## src/rtl/fetch_stage_pkg.sv

```systemverilog
`default_nettype none
// ============================================================================
// Module  : fetch_stage_pkg
// Purpose : Shared pipeline definitions used by the instruction-fetch stage:
//           the NOP encoding, the PC width and the fetch FSM state encoding.
// Ports   : none (package)
// Revision: 1.0  initial release
// ============================================================================
package fetch_stage_pkg;

  localparam int          PC_W      = 32;
  localparam logic [31:0] NOP_INSTR = 32'h0000_0000;

  typedef enum logic [1:0] {
    BOOT   = 2'd0,
    RUN    = 2'd1,
    HALTED = 2'd2
  } fetch_state_t;

endpackage : fetch_stage_pkg
`default_nettype wire

```

## src/rtl/fetch_stage_sat_counter.sv

```systemverilog
`default_nettype none
// ============================================================================
// Module  : sat_counter
// Purpose : Saturating up-counter. Increments on inc_i and sticks at
//           all-ones instead of wrapping.
// Ports   : clk_i   clock
//           rst_i   synchronous active-high reset, clears the count
//           inc_i   increment request for this cycle
//           count_o current count (registered)
// Revision: 1.0  initial release
// ============================================================================
module sat_counter #(
  parameter int CNT_W = 16
) (
  input  logic             clk_i,
  input  logic             rst_i,
  input  logic             inc_i,
  output logic [CNT_W-1:0] count_o
);

  localparam logic [CNT_W-1:0] ONE = {{(CNT_W-1){1'b0}}, 1'b1};

  logic [CNT_W-1:0] count;

  always_ff @(posedge clk_i) begin
    if (rst_i) begin
      count <= '0;
    end else if (inc_i && (count != {CNT_W{1'b1}})) begin
      count <= count + ONE;
    end
  end

  assign count_o = count;

endmodule : sat_counter
`default_nettype wire

```

## src/rtl/fetch_stage.sv

```systemverilog
`default_nettype none
// ============================================================================
// Module  : fetch_stage
// Purpose : Instruction-fetch stage. Owns the PC, drives the instruction
//           memory address, and holds the IF/ID pipeline register. Honours
//           the hazard unit's PC / IF/ID write enables, takes redirects
//           resolved in ID, inserts NOP bubbles on flush or halt, and keeps
//           saturating stall / flush counters for performance debug.
// Ports   : clk_i, rst_i          clock, synchronous active-high reset
//           pc_wr_i, if_id_wr_i   write enables from hazard detection
//           redirect_i/_pc_i      taken branch/jump and its target
//           halt_i                halt request from ID
//           imem_addr_o/_en_o     instruction memory address / enable
//           instr_i               instruction word for imem_addr_o
//           if_id_*_o             IF/ID register contents
//           halted_o              FSM is in HALTED
//           stall_cnt_o           stalled RUN cycles (saturating)
//           flush_cnt_o           accepted redirects (saturating)
// Revision: 1.0  initial release
// ============================================================================
module fetch_stage
  import fetch_stage_pkg::*;
#(
  parameter logic [31:0] RESET_VECTOR = 32'h0000_0000,
  parameter int          CNT_W        = 16
) (
  input  logic             clk_i,
  input  logic             rst_i,
  input  logic             pc_wr_i,
  input  logic             if_id_wr_i,
  input  logic             redirect_i,
  input  logic [31:0]      redirect_pc_i,
  input  logic             halt_i,
  output logic [31:0]      imem_addr_o,
  output logic             imem_en_o,
  input  logic [31:0]      instr_i,
  output logic [31:0]      if_id_pc4_o,
  output logic [31:0]      if_id_instr_o,
  output logic             if_id_valid_o,
  output logic             halted_o,
  output logic [CNT_W-1:0] stall_cnt_o,
  output logic [CNT_W-1:0] flush_cnt_o
);

  fetch_state_t    state, state_next;
  logic [PC_W-1:0] pc, pc_next;
  logic [31:0]     ifid_instr, ifid_instr_next;
  logic [PC_W-1:0] ifid_pc4, ifid_pc4_next;
  logic            ifid_valid, ifid_valid_next;
  logic            halted;
  logic            stall_inc, flush_inc;

  logic [PC_W-1:0] pc_plus4;
  logic [PC_W-1:0] redirect_target;

  // Modulo-2^32 increment: 32'hFFFF_FFFC wraps to 0 naturally.
  assign pc_plus4        = pc + 32'd4;
  // Targets are word aligned; the low two bits are masked off.
  assign redirect_target = redirect_pc_i & ~32'h0000_0003;

  // --------------------------------------------------------------------------
  // State and datapath registers
  // --------------------------------------------------------------------------
  always_ff @(posedge clk_i) begin
    if (rst_i) begin
      state      <= BOOT;
      pc         <= RESET_VECTOR;
      ifid_instr <= NOP_INSTR;
      ifid_pc4   <= '0;
      ifid_valid <= 1'b0;
      halted     <= 1'b0;
    end else begin
      state      <= state_next;
      pc         <= pc_next;
      ifid_instr <= ifid_instr_next;
      ifid_pc4   <= ifid_pc4_next;
      ifid_valid <= ifid_valid_next;
      halted     <= (state_next == HALTED);
    end
  end

  // --------------------------------------------------------------------------
  // Next-state / datapath decode
  // --------------------------------------------------------------------------
  always_comb begin
    state_next      = state;
    pc_next         = pc;
    ifid_instr_next = ifid_instr;
    ifid_pc4_next   = ifid_pc4;
    ifid_valid_next = ifid_valid;
    stall_inc       = 1'b0;
    flush_inc       = 1'b0;

    case (state)
      BOOT: begin
        // PC and IF/ID keep their reset values; inputs are ignored.
        state_next = RUN;
      end

      RUN: begin
        if (!if_id_wr_i) begin
          // Stall: redirect/halt are dropped because ID re-evaluates them
          // next cycle. The PC follows its own enable independently.
          stall_inc = 1'b1;
          if (pc_wr_i) begin
            pc_next = pc_plus4;
          end
        end else if (redirect_i) begin
          // Redirect beats halt and overrides pc_wr_i.
          pc_next         = redirect_target;
          ifid_instr_next = NOP_INSTR;
          ifid_pc4_next   = '0;
          ifid_valid_next = 1'b0;
          flush_inc       = 1'b1;
        end else if (halt_i) begin
          ifid_instr_next = NOP_INSTR;
          ifid_pc4_next   = '0;
          ifid_valid_next = 1'b0;
          state_next      = HALTED;
        end else begin
          ifid_instr_next = instr_i;
          ifid_pc4_next   = pc_plus4;
          ifid_valid_next = 1'b1;
          if (pc_wr_i) begin
            pc_next = pc_plus4;
          end
        end
      end

      HALTED: begin
        ifid_instr_next = NOP_INSTR;
        ifid_pc4_next   = '0;
        ifid_valid_next = 1'b0;
      end

      default: begin
        state_next = BOOT;
      end
    endcase
  end

  // --------------------------------------------------------------------------
  // Performance counters
  // --------------------------------------------------------------------------
  sat_counter #(
    .CNT_W (CNT_W)
  ) u_stall_cnt (
    .clk_i   (clk_i),
    .rst_i   (rst_i),
    .inc_i   (stall_inc),
    .count_o (stall_cnt_o)
  );

  sat_counter #(
    .CNT_W (CNT_W)
  ) u_flush_cnt (
    .clk_i   (clk_i),
    .rst_i   (rst_i),
    .inc_i   (flush_inc),
    .count_o (flush_cnt_o)
  );

  // --------------------------------------------------------------------------
  // Outputs
  // --------------------------------------------------------------------------
  assign imem_addr_o   = pc;
  assign imem_en_o     = (state == RUN);
  assign if_id_pc4_o   = ifid_pc4;
  assign if_id_instr_o = ifid_instr;
  assign if_id_valid_o = ifid_valid;
  assign halted_o      = halted;

endmodule : fetch_stage
`default_nettype wire
```

## config.mk

```make
export PLATFORM = sky130hd
export DESIGN_NAME = fetch_stage
export DESIGN_NICKNAME = d
export VERILOG_FILES = /design/src/rtl/fetch_stage_pkg.sv /design/src/rtl/fetch_stage_sat_counter.sv /design/src/rtl/fetch_stage.sv
export SDC_FILE = /design/constraint.sdc
export NUM_CORES = 1
export LEC_CHECK = 0
export ABC_AREA = 1
export BUFFER_PORTS_ARGS = -buffer_cell sky130_fd_sc_hd__buf_2
export CORE_UTILIZATION = 30
export CTS_CLUSTER_SIZE = 14
export DETAILED_ROUTE_END_ITERATION = 8
export HOLD_SLACK_MARGIN = 0.03
export PLACE_DENSITY = 0.52
export SETUP_SLACK_MARGIN = 0.02
export SLEW_MARGIN = 5
export SYNTH_ARGS = -nofsm -noshare
export SYNTH_HDL_FRONTEND = slang
export SYNTH_SLANG_ARGS = --single-unit
```

## constraint.sdc

```tcl
create_clock -name clk_i -period 3.4 [get_ports clk_i]
set_input_delay 0.17 -clock clk_i [delete_from_list [all_inputs] [get_ports clk_i]]
set_output_delay 0.17 -clock clk_i [all_outputs]
set_load 0.01 [all_outputs]
```

Word level (Yosys, flattened, before mapping)
Cells that the tools add are included.

Register bits after elaboration: 132. Logic and storage cells: 49.

Add/sub/neg operators: 3. Reductions and logical operators: 6. Muxes and demuxes: 25. Eq/ne operators: 7.

Operator list (number): 32-bit two-way mux (10); 32-bit one-hot mux with 2 select lines (2); 16-bit by 1-bit adder with 16-bit output (second input constant) (2); 32-bit by 3-bit adder with 32-bit output (second input constant) (1); 16-bit inequality test (second input constant) (2); 1-bit two-way mux (8); 2-bit two-way mux (3); 2-bit one-hot mux with 3 select lines (1); 2-bit equality test (second input constant) (2); 2-bit AND reduction (2); 3-bit inequality test (second input constant) (1); 2-bit by 1-bit equality test with 1-bit output (second input constant) (1); 1-bit logical AND (2); 2-bit logical NOT (1); 2-bit inequality test (second input constant) (1); 1-bit one-hot mux with 2 select lines (1); 2-bit nonzero test (1).

Longest topological paths before layout
Gate-level depths: netlist of run 1.

Depth in word-level cells: 5. Gate-level depth with buffers: 10.

Cells and area by module
From an unflattened synthesis of run 1, not the netlist that was laid out.

Cell total of the unflattened synthesis: 997. Area, all modules: 6598.8 um2.

Modules (own cells, without submodules): fetch_stage (cells each 699, times used 1, seq. area each 1941.9 um2, area an instance 4739.5 um2); sat_counter (cells each 149, times used 2, seq. area each 320.3 um2, area an instance 929.6 um2).

Worst setup path after synthesis of run 1
OpenSTA, ideal clock, no wires.

Kind: reg-to-reg. Start point: register u_stall_cnt.count[0], in the netlist u_stall_cnt.count_o[0]. End point: register u_stall_cnt.count[13], in the netlist u_stall_cnt.count_o[13]. Library setup time: 0.132 ns. Period minus slack after synthesis: 1.624 ns. Stages on the path, launching flop included: 10. Buffers on the path: 1. Path slack: 1.776 ns. Arrival time: 1.492 ns. Data required time: 3.268 ns. Cells stage by stage: dfxtp_1 > ha_1 > nand3_2 > nor2_1 > nand3_1 > nand2_2 > inv_2 > buf_2 > nand2_1 > a21oi_1.

Longest elaborated chain between the ends: 2. Elaborated cells between the ends (all ways): 3.

Ends and longest elaborated chain: from (decl) (line fetch_stage_sat_counter.sv:23) `logic [CNT_W-1:0] count;`; from (signal assigned) (line fetch_stage_sat_counter.sv:29) `count <= count + ONE;`; branches (longest 2 deep; another with 16-bit by 1-bit adder with 16-bit output).

Parallel ways; which one is timed is not known. A chain may end at the register's enable or synchronous reset.

Worst setup path after layout of run 1
Start point: register u_flush_cnt.count[0], in the netlist u_flush_cnt.count_o[0]. End point: register u_flush_cnt.count[11], in the netlist u_flush_cnt.count_o[11].

Longest elaborated chain between the ends: 2. Elaborated cells between the ends (all ways): 3.

Ends and longest elaborated chain (line): from (decl) (fetch_stage_sat_counter.sv:23); from (signal assigned) (fetch_stage_sat_counter.sv:29); branches (longest 2 deep; another with 16-bit by 1-bit adder with 16-bit output).

Parallel ways; which one is timed is not known.

==> impl_metrics.sql, run 1 <==
INSERT INTO impl_metrics (metric_group, metric, value, unit) VALUES
('power_and_ir_drop', 'power.leakage', '3.51', 'nW'),
('cells_and_area', 'postLayoutCellArea', '0.00857', 'mm²'),
('worst_hold_path', 'worst_hold_path_type', 'input port to flip-flop', ''),
('global_routing', 'grt_antenna_before_repair', '0', ''),
('die', 'io-pin-count', '201', ''),
('timing', 'postLayoutSetupSlackWorst', '1.36', 'ns'),
('placement', 'gp_routability_congestion', '0.850', ''),
('placement', 'port_buffers', '196', ''),
('timing', 'setup_violations', '0', ''),
('synth', 'synth-edff-count', '0', ''),
('timing', 'fin_setup_tns', '0', 'ns'),
('synth', 'dominantRegCellSynth', 'sky130_fd_sc_hd__dfxtp_1', ''),
('critical_path', 'critical_path.max_fanout', '18', ''),
('clock_network', 'cts_tree', 'yes', ''),
('route', 'detail_route.vias_per_cell', '4.77', ''),
('critical_path', 'cpPeakStageDelay', '0.42', 'ns'),
('die', 'num_rows', '53', ''),
('die', 'die_y', '149', 'µm'),
('timing', 'max_freq', '490', 'MHz'),
('critical_path', 'cpLargestDelayFamily', 'simple AND/OR/NAND/NOR gates', ''),
('timing', 'finalWorstPathRequiredPeriod', '2.04', 'ns'),
('synth', 'async_reset_ff_share', '0', '%'),
('timing', 'rsz0062_at_grt', 'false', ''),
('critical_path', 'path_common_cell', 'sky130_fd_sc_hd__nand2_1', ''),
('route', 'avgRoutedWirePerCell', '14.7', 'µm'),
('critical_path', 'criticalPathCategory', 'flip-flop to flip-flop', ''),
('timing', 'clock-skew-final', '0.0101', 'ns'),
('synth', 'mappedNetlistArea', '0.00652', 'mm²'),
('synth', 'postSynthCellCount', '966', ''),
('route', 'route.final.wire_length', '21600', 'µm'),
('timing', 'worst-slew-pin-transition', '0.825', 'ns'),
('clock_network', 'later_pin_clock_latency_in_the_skew_report', '0.42', 'ns'),
('critical_path', 'crit_buf_inv', '1', ''),
('flow_run', 'maxCapViolCount', '0', ''),
('critical_path', 'setup.worst_path.end_class', 'flip-flop', ''),
('cells_and_area', 'post_route_cells_drive_above_1_share', '22.0', '%'),
('placement', 'postPlaceCellArea', '0.00765', 'mm²'),
('run_status', 'outcome', 'finished, final reports clean', ''),
('route', 'drcViolationCount', '0', ''),
('critical_path', 'worst-endpoint-arrival', '2.30', 'ns'),
('clock_network', 'clock-sinks', '129', ''),
('route', 'drtAntennaViolNets', '0', ''),
('clock_network', 'cts-buffers-inserted', '17', ''),
('synth', 'synth.distinct_cells', '39', ''),
('synth', 'synth.yosys.seq_area_share', '39.6', '%'),
('route', 'met3RoutedLength', '1300', 'µm'),
('power_and_ir_drop', 'max-vdd-ir-drop', '0.291', 'mV'),
('synth', 'ys_top_cells_by_count', 'sky130_fd_sc_hd__nand2_1 (335), sky130_fd_sc_hd__a21oi_1 (131), sky130_fd_sc_hd__dfxtp_1 (129)', ''),
('timing', 'final_hold_viol_count', '0', ''),
('power_and_ir_drop', 'power.density', '478', 'mW/mm²'),
('synth', 'yosys.area.top_type', 'sky130_fd_sc_hd__dfxtp_1', ''),
('global_routing', 'grt_pass1_wl', '33700', 'µm'),
('clock_network', 'h-tree-depth', '4', ''),
('timing', 'worst_slew_margin_rel', '45.0', '%'),
('global_routing', 'grt_start_max_net_pins', '72', ''),
('timing', 'drv_slew', '0', ''),
('die', 'core', '0.0212', 'mm²'),
('die', 'die_outline_area', '0.0223', 'mm²'),
('timing', 'final_cycle_share', '60.0', '%'),
('route', 'met1Wirelength', '9940', 'µm'),
('critical_path', 'required', '3.66', 'ns'),
('synth', 'ys_ff_latch', '129', ''),
('clock_network', 'cts-root-to-sink-buffers', '2', ''),
('die', 'initial_utilization', '30.8', '%'),
('synth', 'synth_top_area_share', '39.6', '%'),
('die', 'die_w', '149', 'µm'),
('clock_network', 'cts_root_buffer', 'sky130_fd_sc_hd__clkbuf_16', ''),
('cells_and_area', 'num_antenna_cells', '0', ''),
('synth', 'synth.yosys.warnings', '0', ''),
('cells_and_area', 'final.fill_count', '2265', ''),
('cells_and_area', 'area_growth_syn_to_layout', '31.4', '%');
[worst register-to-register path, cell delays in order, from the launching register on]
cell	delay (ns)
sky130_fd_sc_hd__dfxtp_1	0.42
sky130_fd_sc_hd__ha_1	0.27
sky130_fd_sc_hd__nand2_1	0.14
sky130_fd_sc_hd__nor2_1	0.13
sky130_fd_sc_hd__nand3_1	0.10
sky130_fd_sc_hd__nand2_2	0.32
sky130_fd_sc_hd__inv_1	0.30
sky130_fd_sc_hd__nand2_1	0.14
sky130_fd_sc_hd__a21oi_1	0.06
[final cells by class]
class	count	area (µm²)	share of cell area, %
Sequential cell	129	2580	30.1
Timing Repair Buffer	235	1360	15.8
Multi-Input combinational cell	734	3470	40.4
Inverter	61	230	2.69
Clock inverter	9	106	1.24
Clock buffer	22	484	5.65
Tap cell	275	344	4.01
[cells in the final DEF (no fill, tap or decap), drive strengths merged]
master | synthesis | layout
nand3b | 4 | 4
nor3 | 15 | 15
conb | 1 | 2
bufinv | 0 | 2
nand4 | 9 | 9
o21ai | 44 | 44
clkinvlp | 0 | 3
nand2 | 342 | 342
clkinv | 2 | 6
o22ai | 5 | 5
xor2 | 23 | 23
ha | 3 | 3
a22oi | 1 | 1
a211oi | 3 | 3
xnor2 | 9 | 9
o21a | 2 | 2
o21bai | 3 | 3
nand3 | 47 | 47
inv | 59 | 59
a31oi | 2 | 2
clkbuf | 23 | 22
a21oi | 131 | 131
a221oi | 8 | 8
or2 | 2 | 2
dlygate4sd3 | 0 | 33
buf | 20 | 202
dfxtp | 129 | 129
nor2 | 79 | 79
[sequential cells by signal, summed over array words and instances (netlist names)]
name,cells
u_stall_cnt.count_o,16
if_id_instr_o,32
if_id_valid_o,1
if_id_pc4_o,31
state,2
imem_addr_o,30
halted_o,1
u_flush_cnt.count_o,16
[power breakdown]
group | internal, mW | switching [mW] | total (mW)
Clock | 1.15 | 0.693 | 1.84
Combinational | 0.211 | 0.379 | 0.591
Sequential | 1.58 | 0.0865 | 1.67
[timing repair]
action,4_1_cts,5_1_grt
setup endpoints to repair,0,0
hold buffers,33,0
buffers inserted,0,0
hold endpoints to repair,33,0
[metrics by stage]
stage	total power, mW	cells	hold slack, ns
CTS	4.16	1465	0.0375
global route	4.29	1465	0.0461
detailed placement	2.26	1401	0.427
finish	4.10	1465	0.0616
global placement	2.26	1401	0.421
floorplan	2.04	967	0.313
[final timing paths]
path	startpoint	endpoint	slack [ns]	depth (start not counted)
worst max register to register	u_flush_cnt.count_o[0]$_SDFFE_PP0P_	u_flush_cnt.count_o[11]$_SDFFE_PP0P_	1.36	8
worst max-delay path	u_flush_cnt.count_o[0]$_SDFFE_PP0P_	u_flush_cnt.count_o[11]$_SDFFE_PP0P_	1.36	8
worst min-delay path	redirect_pc_i[10]	imem_addr_o[10]$_SDFFE_PP0P_	0.06	3
worst min register to register	if_id_instr_o[27]$_SDFFE_PP0P_	if_id_instr_o[27]$_SDFFE_PP0P_	0.46	2
[cells by family (layout without fill, tap and decap cells)]
kind of cell	Yosys count	in the layout	share of synthesized area (%)
XOR/XNOR	32	32	4.30
adder cells (fa/ha/maj)	3	3	0.576
AND/OR/NAND/NOR	498	498	31.8
AO/OA/AOI/OAI	199	199	16.4
flip-flops	129	129	39.6
other	1	2	0.0575
buffers and inverters	104	327	7.31
[per-layer routing]
| layer | global-route usage [%] | vias up |
|---|---|---|
| li1 | - | 3572 |
| met1 | 25.4 | 3194 |
| met2 | 32.0 | 200 |
| met3 | 3.93 | 20 |
| met4 | 5.77 | 0 |
| met5 | 0 | - |
(Power assumes the default switching activity.)
==> run 2: changes to the inputs <==
- PLACE_DENSITY: 0.52 -> 0.53
- clock period: 3.4 -> 1.85 ns (I/O delays scaled with it)
==> impl_metrics.sql, run 2 (synthesis gave the netlist of run 1 again) <==
INSERT INTO impl_metrics (metric_group, metric, value, unit) VALUES
('worst_hold_path', 'destination_of_the_worst_hold_path', 'imem_addr_o[4]$_SDFFE_PP0P_', ''),
('power_and_ir_drop', 'report.power.total', '7.67', 'mW'),
('timing', 'finalWorstPathRequiredPeriod', '1.66', 'ns'),
('timing', 'max_freq', '604', 'MHz'),
('critical_path', 'setup.worst_path.end_class', 'flip-flop', ''),
('clock_network', 'later_pin_clock_latency_in_the_skew_report', '0.42', 'ns'),
('route', 'dr_total_vias', '7042', ''),
('timing', 'drv_slew', '0', ''),
('global_routing', 'grt_start_max_net_pins', '112', ''),
('critical_path', 'critical_path.max_fanout', '8', ''),
('global_routing', 'grt_pass1_wl', '34100', 'µm'),
('global_routing', 'gr-usage-all-layers', '19.7', '%'),
('critical_path', 'reg2reg_to', 'imem_addr_o[19]$_SDFFE_PP0P_', ''),
('timing', 'setup_violations', '0', ''),
('clock_network', 'h-tree-depth', '4', ''),
('clock_network', 'cts-root-to-sink-buffers', '2', ''),
('worst_hold_path', 'min_path_cells', '4', ''),
('global_routing', 'grt_overflow', '0', ''),
('timing', 'worst-slew-pin-transition', '0.544', 'ns'),
('die', 'initial_utilization', '30.8', '%'),
('critical_path', 'reg2reg_from', 'imem_addr_o[4]$_SDFFE_PP0P_', ''),
('die', 'num_rows', '53', ''),
('flow_run', 'maxCapViolCount', '0', ''),
('timing', 'rsz0062_at_grt', 'false', ''),
('clock_network', 'clk_transition_reported_paths', '0.06', 'ns'),
('die', 'die_w', '149', 'µm'),
('timing', 'fin_setup_tns', '0', 'ns'),
('die', 'die_y', '149', 'µm'),
('placement', 'port_buffers', '196', ''),
('die', 'io-pin-count', '201', ''),
('die', 'die_outline_area', '0.0223', 'mm²'),
('cells_and_area', 'largest_register_ffs', '32', ''),
('global_routing', 'grt_antenna_before_repair', '0', ''),
('timing', 'final_cycle_share', '89.5', '%'),
('route', 'number_of_design_rule_violations_left_by_the_first_detailed_router_iteration', '435', ''),
('critical_path', 'worst-endpoint-arrival', '1.94', 'ns'),
('cells_and_area', 'final-seq-area', '0.00258', 'mm²'),
('cells_and_area', 'multiInputGateArea', '0.00347', 'mm²'),
('cells_and_area', 'post_route_cells_drive_above_1_share', '23.4', '%'),
('clock_network', 'cts-buffers-inserted', '17', ''),
('critical_path', 'setup.worst_path.start_class', 'flip-flop', ''),
('cells_and_area', 'num_antenna_cells', '0', ''),
('timing', 'clock-skew-final', '0.0120', 'ns'),
('critical_path', 'required', '2.14', 'ns'),
('clock_network', 'clock-sinks', '129', ''),
('placement', 'gp_routability_congestion', '0.900', ''),
('critical_path', 'rrSetupSlack', '0.19', 'ns'),
('worst_hold_path', 'hold_start', 'redirect_pc_i[4]', ''),
('critical_path', 'worst_r2r_path_depth', '9', ''),
('global_routing', 'grt_pass1_vias', '6523', ''),
('route', 'drtAntennaViolNets', '0', ''),
('route', 'detail_route.vias_per_cell', '4.71', ''),
('die', 'core', '0.0212', 'mm²'),
('route', 'firstDrtPassIters', '5', ''),
('power_and_ir_drop', 'max-vdd-ir-drop', '0.583', 'mV'),
('timing', 'worst_slew_margin_rel', '63.7', '%'),
('worst_hold_path', 'worst_hold_path_type', 'input port to flip-flop', ''),
('cells_and_area', 'layout.cells.most_common', 'sky130_fd_sc_hd__nand2_1', ''),
('cells_and_area', 'layout.cells.most_common_list', 'sky130_fd_sc_hd__nand2_1 (335), sky130_fd_sc_hd__buf_2 (195), sky130_fd_sc_hd__a21oi_1 (131), sky130_fd_sc_hd__dfxtp_1 (129), sky130_fd_sc_hd__nor2_1 (67)', ''),
('route', 'route.final.wire_length', '21800', 'µm'),
('cells_and_area', 'total_nets_final', '1281', ''),
('clock_network', 'cts_tree', 'yes', ''),
('power_and_ir_drop', 'power.leakage', '3.67', 'nW'),
('critical_path', 'criticalPathCategory', 'flip-flop to flip-flop', ''),
('run_status', 'outcome', 'finished, final reports clean', ''),
('route', 'drcViolationCount', '0', ''),
('cells_and_area', 'area_growth_syn_to_layout', '36.0', '%'),
('clock_network', 'cts_root_buffer', 'sky130_fd_sc_hd__clkbuf_16', ''),
('timing', 'final_hold_viol_count', '0', ''),
('power_and_ir_drop', 'power.density', '865', 'mW/mm²'),
('route', 'avgRoutedWirePerCell', '14.6', 'µm'),
('placement', 'place.detailed.hpwl', '15100', 'µm'),
('cells_and_area', 'final.fill_count', '2271', '');
-- run 2: cell count changes in the layout (fill, tap and decap cells not counted), sizes merged --
cell / previous run / this run
buf: 202 / 223
dlygate4sd3: 33 / 42
clkbuf: 22 / 20
clkinv: 6 / 7
clkinvlp: 3 / 4
inv: 59 / 60
-- run 2: worst max-delay path by stage --
stage	startpoint	endpoint	slack, ns	depth (start not counted)
4_1_cts	state[0]$_SDFF_PP0_	imem_addr_o[15]$_SDFFE_PP0P_	0.18	8
2_1_floorplan	u_stall_cnt.count_o[0]$_SDFFE_PP0P_	u_stall_cnt.count_o[13]$_SDFFE_PP0P_	0.23	9
3_5_place_dp	state[0]$_SDFF_PP0_	imem_addr_o[15]$_SDFFE_PP0P_	0.20	8
6_report	imem_addr_o[4]$_SDFFE_PP0P_	imem_addr_o[19]$_SDFFE_PP0P_	0.19	9
5_1_grt	imem_addr_o[10]$_SDFFE_PP0P_	if_id_pc4_o[29]$_SDFFE_PP0P_	0.03	9
3_3_place_gp	state[0]$_SDFF_PP0_	imem_addr_o[15]$_SDFFE_PP0P_	0.22	8
-- run 2: what timing repair did --
action | in CTS | in global routing
setup buffers | 0 | 0
hold buffers | 42 | 0
hold endpoints to repair | 42 | 0
resized for setup | 0 | 2
setup endpoints to repair | 0 | 2
-- run 2: through the flow --
step / cells / util [%] / hold WS [ns] / cell area (µm²) / setup WS, ns
5_1_grt: 1496 / 41.9 / 0.0626 / 8870 / 0.0330
2_1_floorplan: 967 / - / 0.235 / 6530 / 0.226
6_report: 1496 / 41.9 / 0.0544 / 8870 / 0.195
4_1_cts: 1496 / 41.9 / 0.0352 / 8870 / 0.179
3_5_place_dp: 1422 / 37.1 / 0.349 / 7850 / 0.195
3_3_place_gp: 1422 / 37.1 / 0.344 / 7850 / 0.215
-- run 2: area by class of cell --
type,count,share of cell area (%)
sequential,129,29.1
timing repair buffer,265,18.5
inverter,61,2.61
multi-input combinational,734,39.1
clock buffer,20,5.26
clock inverter,12,1.48
tap,275,3.88
-- run 2: power breakdown --
group	internal [mW]	switching, mW	total [mW]	leakage, nW
Combinational	0.457	0.721	1.18	2.34
Sequential	2.90	0.147	3.05	1.04
Clock	2.09	1.35	3.44	0.285
Total	5.45	2.21	7.67	3.67
-- run 2: worst max-delay path, stage by stage, from the launching register on --
cell and delay (ns):
sky130_fd_sc_hd__dfxtp_1 0.49, sky130_fd_sc_hd__nand2_1 0.16, sky130_fd_sc_hd__nor2_4 0.15, sky130_fd_sc_hd__nand2_4 0.10, sky130_fd_sc_hd__nor2_1 0.24, sky130_fd_sc_hd__nand2_1 0.09
sky130_fd_sc_hd__nand2_1 0.08, sky130_fd_sc_hd__nand3_1 0.07, sky130_fd_sc_hd__nand2_1 0.08, sky130_fd_sc_hd__a21oi_1 0.05
-- run 2: per-layer routing --
layer | vias to the layer above | routed length, µm | part of all wire (%) | GRT usage, %
met4 | 0 | 211 | 0.97 | 5.61
met5 | - | 0 | 0 | 0
met1 | 3171 | 10200 | 47 | 25.6
met3 | 15 | 1300 | 6.0 | 3.90
met2 | 219 | 10100 | 46 | 32.7
li1 | 3637 | - | - | -
==> run 3: changes to the inputs <==
- CORE_UTILIZATION: 30 -> 47
- PLACE_DENSITY: 0.53 -> 0.77
==> impl_metrics.sql, run 3 (synthesis gave the netlist of run 1 again) <==
INSERT INTO impl_metrics (metric_group, metric, value, unit) VALUES
('power_and_ir_drop', 'max-vdd-ir-drop', '0.677', 'mV'),
('clock_network', 'clk_transition_reported_paths', '0.06', 'ns'),
('timing', 'setup_violations', '0', ''),
('timing', 'fin_setup_tns', '0', 'ns'),
('route', 'drcViolationCount', '0', ''),
('timing', 'rsz0062_at_grt', 'true', ''),
('cells_and_area', 'largest_register_ffs', '32', ''),
('timing', 'clock-skew-final', '0.00571', 'ns'),
('route', 'dr_total_vias', '7413', ''),
('die', 'num_rows', '42', ''),
('critical_path', 'worst-endpoint-arrival', '2.01', 'ns'),
('placement', 'postPlaceCellArea', '0.00770', 'mm²'),
('timing', 'worst_slew_margin_rel', '59.0', '%'),
('route', 'detail_route.vias_per_cell', '5.31', ''),
('global_routing', 'grt_start_max_net_pins', '46', ''),
('critical_path', 'cpPeakStageDelay', '0.40', 'ns'),
('clock_network', 'cts-root-to-sink-buffers', '2', ''),
('cells_and_area', 'post_route_cells_drive_above_1_share', '23.2', '%'),
('clock_network', 'clock-sinks', '129', ''),
('power_and_ir_drop', 'net-switching-power', '2.08', 'mW'),
('global_routing', 'grt_antenna_before_repair', '1', ''),
('route', 'avgRoutedWirePerCell', '14.9', 'µm'),
('power_and_ir_drop', 'power.share.clock', '46.1', '%'),
('die', 'die_y', '120', 'µm'),
('route', 'route.final.wire_length', '20700', 'µm'),
('timing', 'final_hold_viol_count', '0', ''),
('cells_and_area', 'total_nets_final', '1278', ''),
('cells_and_area', 'postLayoutCellArea', '0.00876', 'mm²'),
('global_routing', 'grt_overflow', '0', ''),
('die', 'die_w', '120', 'µm'),
('clock_network', 'cts-buffers-inserted', '17', ''),
('cells_and_area', 'final-seq-area', '0.00258', 'mm²'),
('timing', 'final_cycle_share', '91.2', '%'),
('critical_path', 'crit_slowest_cell', 'sky130_fd_sc_hd__dfxtp_1', ''),
('cells_and_area', 'area_growth_syn_to_layout', '34.3', '%'),
('flow_run', 'maxCapViolCount', '0', ''),
('placement', 'gp_routability_congestion', '0.926', ''),
('clock_network', 'cts_root_buffer', 'sky130_fd_sc_hd__clkbuf_16', ''),
('global_routing', 'gr-usage-all-layers', '29.0', '%'),
('global_routing', 'grt_pass1_vias', '6773', ''),
('die', 'initial_utilization', '48.7', '%'),
('die', 'core', '0.0134', 'mm²'),
('clock_network', 'cts_tree', 'yes', ''),
('critical_path', 'setup.worst_path.start_class', 'flip-flop', ''),
('power_and_ir_drop', 'switching_share', '26.6', '%'),
('timing', 'worst-slew-pin-transition', '0.614', 'ns'),
('run_status', 'outcome', 'finished, final reports clean', ''),
('route', 'number_of_design_rule_violations_left_by_the_first_detailed_router_iteration', '493', ''),
('critical_path', 'required', '2.17', 'ns'),
('timing', 'max_freq', '593', 'MHz'),
('route', 'firstDrtPassIters', '5', ''),
('critical_path', 'setup.worst_path.end_class', 'flip-flop', ''),
('clock_network', 'h-tree-depth', '4', ''),
('critical_path', 'criticalPathCategory', 'flip-flop to flip-flop', ''),
('critical_path', 'critical_path.max_fanout', '27', ''),
('power_and_ir_drop', 'intPower', '5.74', 'mW'),
('power_and_ir_drop', 'power.leakage', '3.67', 'nW'),
('cells_and_area', 'layout.cells.most_common_list', 'sky130_fd_sc_hd__nand2_1 (335), sky130_fd_sc_hd__buf_2 (195), sky130_fd_sc_hd__a21oi_1 (131), sky130_fd_sc_hd__dfxtp_1 (129), sky130_fd_sc_hd__nor2_1 (66)', ''),
('cells_and_area', 'final.fill_count', '1210', ''),
('critical_path', 'cell_chain_critical_path', 'or2_4 -> o21ai_4 -> inv_2 -> buf_4 -> nand2_1 -> a21oi_1', ''),
('power_and_ir_drop', 'power.density', '894', 'mW/mm²'),
('die', 'io-pin-count', '201', ''),
('die', 'die_outline_area', '0.0144', 'mm²'),
('power_and_ir_drop', 'combPwrFrac', '14.8', '%'),
('cells_and_area', 'layout.cells.most_common', 'sky130_fd_sc_hd__nand2_1', ''),
('timing', 'finalWorstPathRequiredPeriod', '1.69', 'ns'),
('timing', 'drv_slew', '0', ''),
('clock_network', 'later_pin_clock_latency_in_the_skew_report', '0.41', 'ns'),
('worst_hold_path', 'worst_hold_path_type', 'input port to flip-flop', ''),
('cells_and_area', 'utilization', '65.4', '%'),
('placement', 'port_buffers', '196', ''),
('placement', 'place.detailed.hpwl', '14100', 'µm'),
('route', 'drtAntennaViolNets', '0', ''),
('cells_and_area', 'multiInputGateArea', '0.00348', 'mm²'),
('global_routing', 'grt_pass1_wl', '33200', 'µm'),
('power_and_ir_drop', 'seq_power_share', '39.0', '%');
==> run 3: cell types whose count changed in the layout (fill, tap and decap cells not counted), moves of 2 or more <==
cell                        delta
sky130_fd_sc_hd__inv_6         -2
sky130_fd_sc_hd__bufinv_16     +2
sky130_fd_sc_hd__clkbuf_1      +2
sky130_fd_sc_hd__clkinv_2      -2
==> run 3: per-layer routing <==
layer / vias up / GRT usage, % / wire length (µm)
met5: - / 0 / 0
met4: 0 / 9.53 / 439
met1: 3372 / 36.1 / 8620
met2: 372 / 49.3 / 9970
li1: 3633 / - / -
met3: 36 / 6.80 / 1710
==> run 3: cell type report <==
type	count	area share, %
Timing Repair Buffer	262	18.3
Antenna cell	1	0.0286
Sequential cell	129	29.5
Multi-Input combinational cell	734	39.7
Clock buffer	23	5.57
Tap cell	176	2.51
Inverter	61	2.63
Clock inverter	9	1.74
==> run 3: final timing paths <==
path                                                   start                        endpoint  slack (ns)  cells past startpoint
worst min-delay path                        redirect_pc_i[4]     imem_addr_o[4]$_SDFFE_PP0P_        0.05                      4
worst min register to register  if_id_pc4_o[16]$_SDFFE_PP0P_    if_id_pc4_o[16]$_SDFFE_PP0P_        0.46                      2
worst max-delay path                     state[0]$_SDFF_PP0_  if_id_instr_o[20]$_SDFFE_PP0P_        0.16                      6
worst max register to register           state[0]$_SDFF_PP0_  if_id_instr_o[20]$_SDFFE_PP0P_        0.16                      6
==> run 3: power by group through the flow <==
stage | clock network [mW] | registers (mW) | logic, mW
floorplan | 0 | 3.14 | 0.616
global placement | 0 | 3.10 | 1.06
detailed placement | 0 | 3.11 | 1.07
CTS | 3.65 | 3.05 | 1.14
global route | 3.79 | 3.07 | 1.27
finish | 3.61 | 3.06 | 1.16
==> run 3: critical path: cells and delay by family, from the launching register on <==
kind | cells | cell delay [ns]
and+or+nand+nor | 2 | 0.29
DFF | 1 | 0.40
buffers and inverters | 2 | 0.62
AOI/OAI and AO/OA | 2 | 0.28
==> run 3: timing repair <==
item                                    4_1_cts  5_1_grt
hold endpoints to repair                     41        0
endpoints found under the setup margin        0        5
hold buffers                                 41        0
setup buffers                                 0        0
resized for setup                             0        3
==> run 3: stage by stage <==
stage | std cells | hold WS, ns | setup WS [ns] | power, mW
floorplan | 967 | 0.235 | 0.226 | 3.76
global placement | 1321 | 0.342 | 0.216 | 4.16
detailed placement | 1321 | 0.348 | 0.203 | 4.17
CTS | 1394 | 0.0401 | 0.175 | 7.85
global route | 1395 | 0.0673 | 0.0198 | 8.14
finish | 1395 | 0.0542 | 0.163 | 7.83
